## config.mk

```make
export PLATFORM = sky130hd
export DESIGN_NAME = pipeline_hazard_ctrl
export DESIGN_NICKNAME = d
export VERILOG_FILES = /design/src/rtl/pipeline_hazard_ctrl.sv
export SDC_FILE = /design/constraint.sdc
export NUM_CORES = 1
export LEC_CHECK = 0
export CORE_MARGIN = 3
export CORE_UTILIZATION = 60
export CTS_BUF_LIST = sky130_fd_sc_hd__clkbuf_16
export DETAILED_ROUTE_END_ITERATION = 8
export DONT_BUFFER_PORTS = 1
export PLACE_DENSITY = 0.76
export SETUP_SLACK_MARGIN = 0.05
export SLEW_MARGIN = 20
export SYNTH_ARGS = -nofsm -noshare
export SYNTH_HDL_FRONTEND = slang
export SYNTH_SLANG_ARGS = --single-unit
export TNS_END_PERCENT = 1
```

## constraint.sdc

```tcl
create_clock -name clk -period 4.7 [get_ports clk]
set_input_delay 0.94 -clock clk [delete_from_list [all_inputs] [get_ports clk]]
set_output_delay 0.94 -clock clk [all_outputs]
set_load 0.03 [all_outputs]
```

## src/rtl/pipeline_hazard_ctrl.sv

```systemverilog
// Pipeline hazard controller for a classic 5-stage in-order pipeline.
// Detects load-use hazards between the load in EX and the instruction in ID,
// inserts the configured number of bubbles, flushes IF/ID on a taken branch,
// freezes everything while data memory is busy, and keeps a saturating count
// of cycles in which the PC did not advance.

module pipeline_hazard_ctrl #(
  parameter int S                 = 32,
  parameter int LOAD_STALL_CYCLES = 1,
  parameter int CNT_W             = 16
) (
  input  logic             clk,
  input  logic             reset,
  input  logic [S-1:0]     id_inst,
  input  logic             ex_mem_read,
  input  logic [4:0]       ex_rt,
  input  logic             branch_taken,
  input  logic             dmem_busy,
  output logic             pc_write,
  output logic             if_id_write,
  output logic             if_id_flush,
  output logic             id_ex_bubble,
  output logic [CNT_W-1:0] stall_cycles
);

  typedef enum logic {
    RUN,
    LDSTALL
  } state_t;

  // Bubbles still owed after the first stall cycle, which is spent in RUN.
  localparam logic [1:0] CNT_INIT = 2'(LOAD_STALL_CYCLES - 1);

  // Opcodes whose rt field is read rather than written: R-type, beq, bne, sw.
  localparam logic [5:0] OP_RTYPE = 6'b000000;
  localparam logic [5:0] OP_BEQ   = 6'b000100;
  localparam logic [5:0] OP_BNE   = 6'b000101;
  localparam logic [5:0] OP_SW    = 6'b101011;

  state_t     state, next_state;
  logic [1:0] cnt, next_cnt;

  logic [5:0] opcode;
  logic [4:0] id_rs;
  logic [4:0] id_rt;
  logic       rt_is_src;
  logic       load_use;

  assign opcode = id_inst[31:26];
  assign id_rs  = id_inst[25:21];
  assign id_rt  = id_inst[20:16];

  // Field decode and load-use detection; a load into $zero never creates a dependency.
  always_comb begin
    rt_is_src = (opcode == OP_RTYPE) || (opcode == OP_BEQ) ||
                (opcode == OP_BNE)   || (opcode == OP_SW);
    load_use  = ex_mem_read && (ex_rt != 5'd0) &&
                ((ex_rt == id_rs) || ((ex_rt == id_rt) && rt_is_src));
  end

  // Control outputs and next state, resolved in priority order: reset, freeze, branch, hazard.
  always_comb begin
    // NOTE: every signal gets a default before the branches so no path leaves one unassigned and infers a latch.
    pc_write     = 1'b1;
    if_id_write  = 1'b1;
    if_id_flush  = 1'b0;
    id_ex_bubble = 1'b0;
    next_state   = state;
    next_cnt     = cnt;

    if (!reset) begin
      // Let the pipeline registers clear while the PC is held.
      pc_write     = 1'b0;
      if_id_write  = 1'b1;
      if_id_flush  = 1'b1;
      id_ex_bubble = 1'b1;
      next_state   = RUN;
      next_cnt     = 2'd0;
    end else if (dmem_busy) begin
      // Whole pipeline frozen; state and bubble count are held.
      pc_write     = 1'b0;
      if_id_write  = 1'b0;
      if_id_flush  = 1'b0;
      id_ex_bubble = 1'b0;
    end else begin
      unique case (state)
        RUN: begin
          if (branch_taken) begin
            // Wrong-path instructions in IF/ID and ID are squashed; any hazard they raised is moot.
            pc_write     = 1'b1;
            if_id_write  = 1'b1;
            if_id_flush  = 1'b1;
            id_ex_bubble = 1'b1;
          end else if (load_use) begin
            pc_write     = 1'b0;
            if_id_write  = 1'b0;
            if_id_flush  = 1'b0;
            id_ex_bubble = 1'b1;
            if (LOAD_STALL_CYCLES > 1) begin
              next_state = LDSTALL;
              next_cnt   = CNT_INIT;
            end
          end
        end
        LDSTALL: begin
          // Extra bubbles are unconditional: the load is no longer in EX to re-trigger detection.
          pc_write     = 1'b0;
          if_id_write  = 1'b0;
          if_id_flush  = 1'b0;
          id_ex_bubble = 1'b1;
          next_cnt     = cnt - 2'd1;
          if (cnt == 2'd1) begin
            next_state = RUN;
          end
        end
        default: begin
          next_state = RUN;
          next_cnt   = 2'd0;
        end
      endcase
    end
  end

  // State, bubble counter and saturating stall counter, with synchronous active-low reset.
  always_ff @(posedge clk) begin
    // NOTE: sequential state uses non-blocking assignments so every register samples pre-edge values.
    if (!reset) begin
      state        <= RUN;
      cnt          <= 2'd0;
      stall_cycles <= '0;
    end else begin
      state <= next_state;
      cnt   <= next_cnt;
      if (!pc_write && (stall_cycles != {CNT_W{1'b1}})) begin
        stall_cycles <= stall_cycles + CNT_W'(1);
      end
    end
  end

endmodule

```

# --- Word level (Yosys, flattened, before mapping) ---
# Cells that the tools add are included.
totals:
  reg_bits: 19
  latch_bits: 0
  mem_bits_rw: 0
  romBits: 0
  in_bits: 42
  output_inout_bits: 20
  elab_cells: 43
  mem_count: 0
classes:
  add_sub_neg: 2
  multipliers: 0
  n_div: 0
  n_lt_le_gt_ge: 0
  eq_ne: 7
  n_shift: 0
  n_mux: 17
  n_bitwise: 2
  reduce_logical: 12
op_table:
  columns: ["cell", "count"]
  rows:
  - ["16-bit by 1-bit adder with 16-bit output (second input constant)", 1]
  - ["16-bit inequality test (second input constant)", 1]
  - ["1-bit two-way mux", 14]
  - ["6-bit by 3-bit == test with 1-bit output (second input constant)", 2]
  - ["5-bit == test", 2]
  - ["6-bit == test (second input constant)", 1]
  - ["6-bit zero test", 1]
  - ["1-bit one-hot mux with 2 select lines", 3]
  - ["5-bit nonzero test", 1]
  - ["1-bit logical AND", 4]
  - ["1-bit logical OR", 4]
  - ["2-bit by 1-bit == test with 1-bit output (second input constant)", 1]
  - ["1-bit inverter", 2]
  - ["2-bit AND reduction", 1]
  - ["2-bit by 1-bit subtractor with 2-bit output (second input constant)", 1]
  - ["1-bit zero test", 1]

# --- Depth between registers and ports, before layout ---
depth:
  ltp_word: 14
  depth_mapped: 8
  ltp_nobuf: 6

# --- Worst setup path before layout ---
# No wires, ideal clock.
synth_path:
  path_kind: "input port to output port"
  from: "input id_inst[27]"
  to: "output id_ex_bubble"
  t_arrival_ns: 2.748
  t_required_ns: 3.760
  path_slack_ns: 1.012
  stages: 5
  path_buffers: 0
  cell_sequence: "or4_1 > a2111o_1 > a21oi_1 > nor3_1 > o21ai_0"
synth_via:
  elab_chain_cells: 12
  word_cells_on_any_way: 15
  classes_between: "3 x eq/ne; 5 x mux; 7 x reduce/logical"
synth_lines:
  columns: ["item", "line", "text"]
  rows:
  - ["start: declaration", "14", "input logic [S-1:0] id_inst,"]
  - ["6-bit by 3-bit == test with 1-bit output or 6-bit zero test (tied branches)", "55", "rt_is_src = (opcode == OP_RTYPE) || (opcode == OP_BEQ) ||"]
  - ["1-bit logical OR (2 in a row)", "55", null]
  - ["1-bit logical OR *", "56", "(opcode == OP_BNE) || (opcode == OP_SW);"]
  - ["1-bit logical AND *", "58", "((ex_rt == id_rs) || ((ex_rt == id_rt) && rt_is_src));"]
  - ["1-bit logical OR *", "58", null]
  - ["1-bit logical AND *", "57", "load_use = ex_mem_read && (ex_rt != 5'd0) &&"]
  - ["1-bit two-way mux *", "94", "end else if (load_use) begin"]
  - ["1-bit two-way mux *", "88", "if (branch_taken) begin"]
  - ["1-bit one-hot mux with 2 select lines *", "86", "unique case (state)"]
  - ["1-bit two-way mux *", "79", "end else if (dmem_busy) begin"]
  - ["1-bit two-way mux *", "71", "if (!reset) begin"]
  - ["end: declaration", "22", "output logic id_ex_bubble,"]
# Mark *: on every way between the ends. The rest lies on a longest branch, timed or not.

# --- Final worst setup path ---
layout_path:
  from: "input id_inst[27]"
  to: "output if_id_write"
layout_via:
  elab_chain_cells: 12
  word_cells_on_any_way: 15
  classes_between: "3 x eq/ne; 5 x mux; 7 x reduce/logical"
layout_lines:
  columns: ["item", "line", "text"]
  rows:
  - ["6-bit by 3-bit == test with 1-bit output or 6-bit zero test (tied branches)", "55", null]
  - ["1-bit logical OR (2 in a row)", "55", null]
  - ["1-bit logical OR *", "56", null]
  - ["1-bit logical AND *", "58", null]
  - ["1-bit logical OR *", "58", null]
  - ["1-bit logical AND *", "57", null]
  - ["1-bit two-way mux *", "94", null]
  - ["1-bit two-way mux *", "88", null]
  - ["1-bit one-hot mux with 2 select lines *", "86", null]
  - ["1-bit two-way mux *", "79", null]
  - ["1-bit two-way mux *", "71", null]
  - ["end: declaration", "20", "output logic if_id_write,"]
# Marks and branches as above.

==> key figures <==
Setup path
  – Worst path arrival time: 2.75 ns
  – Cell count along the critical path: 4
  – Critical path's top delay family: compound AO/OA/AOI/OAI gates
  – RR Endpoint: stall_cycles[12]$_SDFFE_PN0P_
  – Worst Setup Path Type: primary input to output pin
  – R2R Setup Slk: 2.46 ns
  – Slowest-stage cell, CP: or4_1
  – Worst Path Buf+Inv: 0
  – CP required: 3.76 ns
  – CP Cell Sequence: or4_1 > a2111o_1 > a31oi_1 > nand2_1
  – Worst R2R Path Depth: 5
  – Largest incremental delay on the critical path: 0.51 ns
  – Worst-path fanout max: 6
  – Worst Setup SP: id_inst[27]
  – Crit path launch type: primary input
  – Critical Path End: if_id_write
  – R2r startpoint: stall_cycles[3]$_SDFFE_PN0P_
  – Endpoint type of the worst setup path: output pin

Logic synthesis
  – Syn avg cell area: 7.950 µm²
  – Mapped Area: 1169 µm²
  – Async SR Flop Fraction: 0%
  – Post-synth net total: 191
  – Post-synth EDFFs: 0
  – Gate Count Post-Synth: 147
  – Count of different cell masters after synthesis: 33
  – Synth Register Bits: 19
  – Syn. warnings: 0
  – Most used DFF post-synth: dfxtp_1
  – Sequential element share of the synthesized area: 32.55%

CTS
  – Bufs on Longest Clock Path: 2
  – TritonCTS clock tree: yes
  – CTS root buffer: clkbuf_16
  – Worst-Skew Late Latency: 0.25 ns
  – Clock Sinks: 19
  – Inserted Clock Buffers: 3
  – Post-CTS Hold Fix Bufs: 0
  – Clock slew at the register clock pins of the worst setup and hold paths: 0.05 ns
  – Setup bufs post-CTS: 0
  – H-tree Lvls: 1
  – # resized after CTS: 0

STA
  – Slew Viols, Final: 0
  – Fin crit share: 78.48%
  – Slew HR: 63.93%
  – Slew @ Worst Pin: 0.5385 ns
  – WHS: 0.4812 ns
  – Final worst path period need: 3.688 ns
  – Fmax: 271.1 MHz
  – Clk_skew: 0.0007436 ns
  – Hold Fails Final Rpt: 0
  – RSZ-0062 raised after global routing: false
  – Setup tns final: 0 ns
  – Setup violators final: 0

Flow run
  – Max_cap viols: 0

Routing
  – Post-route DRC: 0
  – First-pass DRT Iterations: 4
  – Post-route ant nets: 0
  – Routed len/inst: 15.37 µm
  – Vias per cell: 6.247
  – Iteration-0 DRC Markers: 16
  – Via count: 1,087
  – Post-Route WL: 2675 µm

Die
  – FP Rows: 15
  – # IOs: 62
  – Area of the core: 1783 µm²
  – Initial core utilization: 65.54%
  – DIE WIDTH: 50.13 µm
  – Die height: 50.13 µm
  – Die ar.: 2513 µm²

Layout
  – # diodes: 0
  – Fillers: 143
  – Nets: 194
  – Share of post-route cells with drive strength above 1: 4.698%
  – Area grow syn2layout: 8.886%

GRT
  – Largest net degree at the start of global routing: 22
  – Initial antenna violation count: 0
  – Vias in the first global route: 1,075
  – Total track usage: 24.30%
  – GRT Residual Overflow: 0
  – First-pass GRT wire length: 4740 µm

Placement
  – Placer congestion estimate: 0.8608
  – Detailed Place HPWL: 2011 µm
  – IO buf count: 0

Pwr
  – VDD IR max: 0.2937 mV
  – Pwr dens: 302.5 nW/µm²
  – Pleak: 0.4235 nW

Run status
  – Status: finished clean

Hold path
  – Hold WC Path Type: flip-flop to flip-flop
cells in the mapped netlist (all sizes together), types with 3 or more instances:
| library cell | count | share of area, % |
|---|---|---|
| a21oi | 13 | 5.6 |
| clkbuf | 3 | 0.96 |
| dfxtp | 19 | 33 |
| inv | 8 | 2.6 |
| mux2i | 5 | 4.3 |
| nand2 | 16 | 5.1 |
| nand2b | 3 | 1.6 |
| nand3 | 5 | 2.1 |
| nand4 | 5 | 2.7 |
| nor2 | 7 | 2.2 |
| nor2b | 5 | 2.7 |
| nor3 | 6 | 2.6 |
| nor4 | 3 | 1.6 |
| o21a | 3 | 1.9 |
| o21ai | 5 | 2.1 |
| o31ai | 4 | 2.6 |
| or3 | 3 | 1.6 |
| or4 | 6 | 3.9 |
| xnor2 | 7 | 5.2 |
| xor2 | 4 | 3.0 |
routing by layer:
layer,part of all wire [%],track usage (%)
met1,44,29.39
met2,46,38.04
met3,8.6,9.496
met4,1.4,10.14
met5,0,0
cell families after synthesis:
logic type,Yosys count,synth area share [%]
and+or+nand+nor,64,29.34
AOI/OAI and AO/OA,34,18.95
DFF,19,32.55
buffers and inverters,12,4.497
xor gates and xnor gates,11,8.244
muxes,5,4.283
adders and majority gates,2,2.141
worst reg2reg max path, delay by kind of cell (launching register included):
| family | cells | cell delay [ns] |
|---|---|---|
| and+or+nand+nor | 3 | 1.19 |
| DFF | 1 | 0.61 |
| AOI/OAI and AO/OA | 2 | 0.35 |
through the flow:
stage	instances	total power, W	util, %	worst slack, ns	area, µm²
after floorplan	147	0.0002070	-	1.012	1169
after global placement	170	0.0002099	66.88	1.056	1192
after detailed placement	170	0.0002119	66.88	0.9908	1192
after CTS	174	0.0003868	71.37	1.022	1272
after global routing	174	0.0004002	71.37	0.9266	1272
final	174	0.0003849	71.37	1.012	1272
power breakdown:
| part | internal, W | switching (W) | total, W |
|---|---|---|---|
| Sequential | 0.000164 | 0.00000865 | 0.000172 |
| Combinational | 0.0000145 | 0.0000212 | 0.0000358 |
| Clock | 0.000114 | 0.0000625 | 0.000177 |
| Total | 0.000292 | 0.0000924 | 0.000385 |
sequential cells by signal, summed over array words and instances (netlist names):
signal	cells
cnt	2
stall_cycles	16
state	1
layout make-up:
class / count / area, µm² / area share (%)
multi-input combinational: 116 / 735.7 / 57.82
inverter: 8 / 30.03 / 2.360
clock buffer: 3 / 75.07 / 5.900
timing repair buffer: 2 / 15.01 / 1.180
tap: 25 / 31.28 / 2.458
clock inverter: 1 / 5.005 / 0.3933
sequential: 19 / 380.4 / 29.89
cell usage in the layout (no fill, tap or decap), types with 2 or more instances in the layout:
cell type and count:
nor4_1 3, clkbuf_16 3, xnor2_1 7, nor3_1 6, nand2b_1 3, dfxtp_1 19
or4_1 6, ha_1 2, nor2_1 7, buf_4 2, inv_1 8, a21o_1 2
and3_1 2, nor2b_1 5, and4_1 2, or3_1 3, o21a_1 3, nand2_1 16
o21ai_0 5, mux2i_1 5, xor2_1 4, nand3_1 5, nand4_1 5, a21oi_1 13
o31ai_1 4
how the worst min path moves through the flow:
stage	from	endpoint	slack, ns	cells after the start
finish	state$_SDFFE_PN0N_	state$_SDFFE_PN0N_	0.48	2
global route	state$_SDFFE_PN0N_	state$_SDFFE_PN0N_	0.52	2
CTS	state$_SDFFE_PN0N_	state$_SDFFE_PN0N_	0.48	2
detailed placement	state$_SDFFE_PN0N_	state$_SDFFE_PN0N_	0.47	2
global placement	state$_SDFFE_PN0N_	state$_SDFFE_PN0N_	0.46	2
floorplan	state$_SDFFE_PN0N_	state$_SDFFE_PN0N_	0.45	2
No activity file was read; power rests on OpenSTA's default activity.
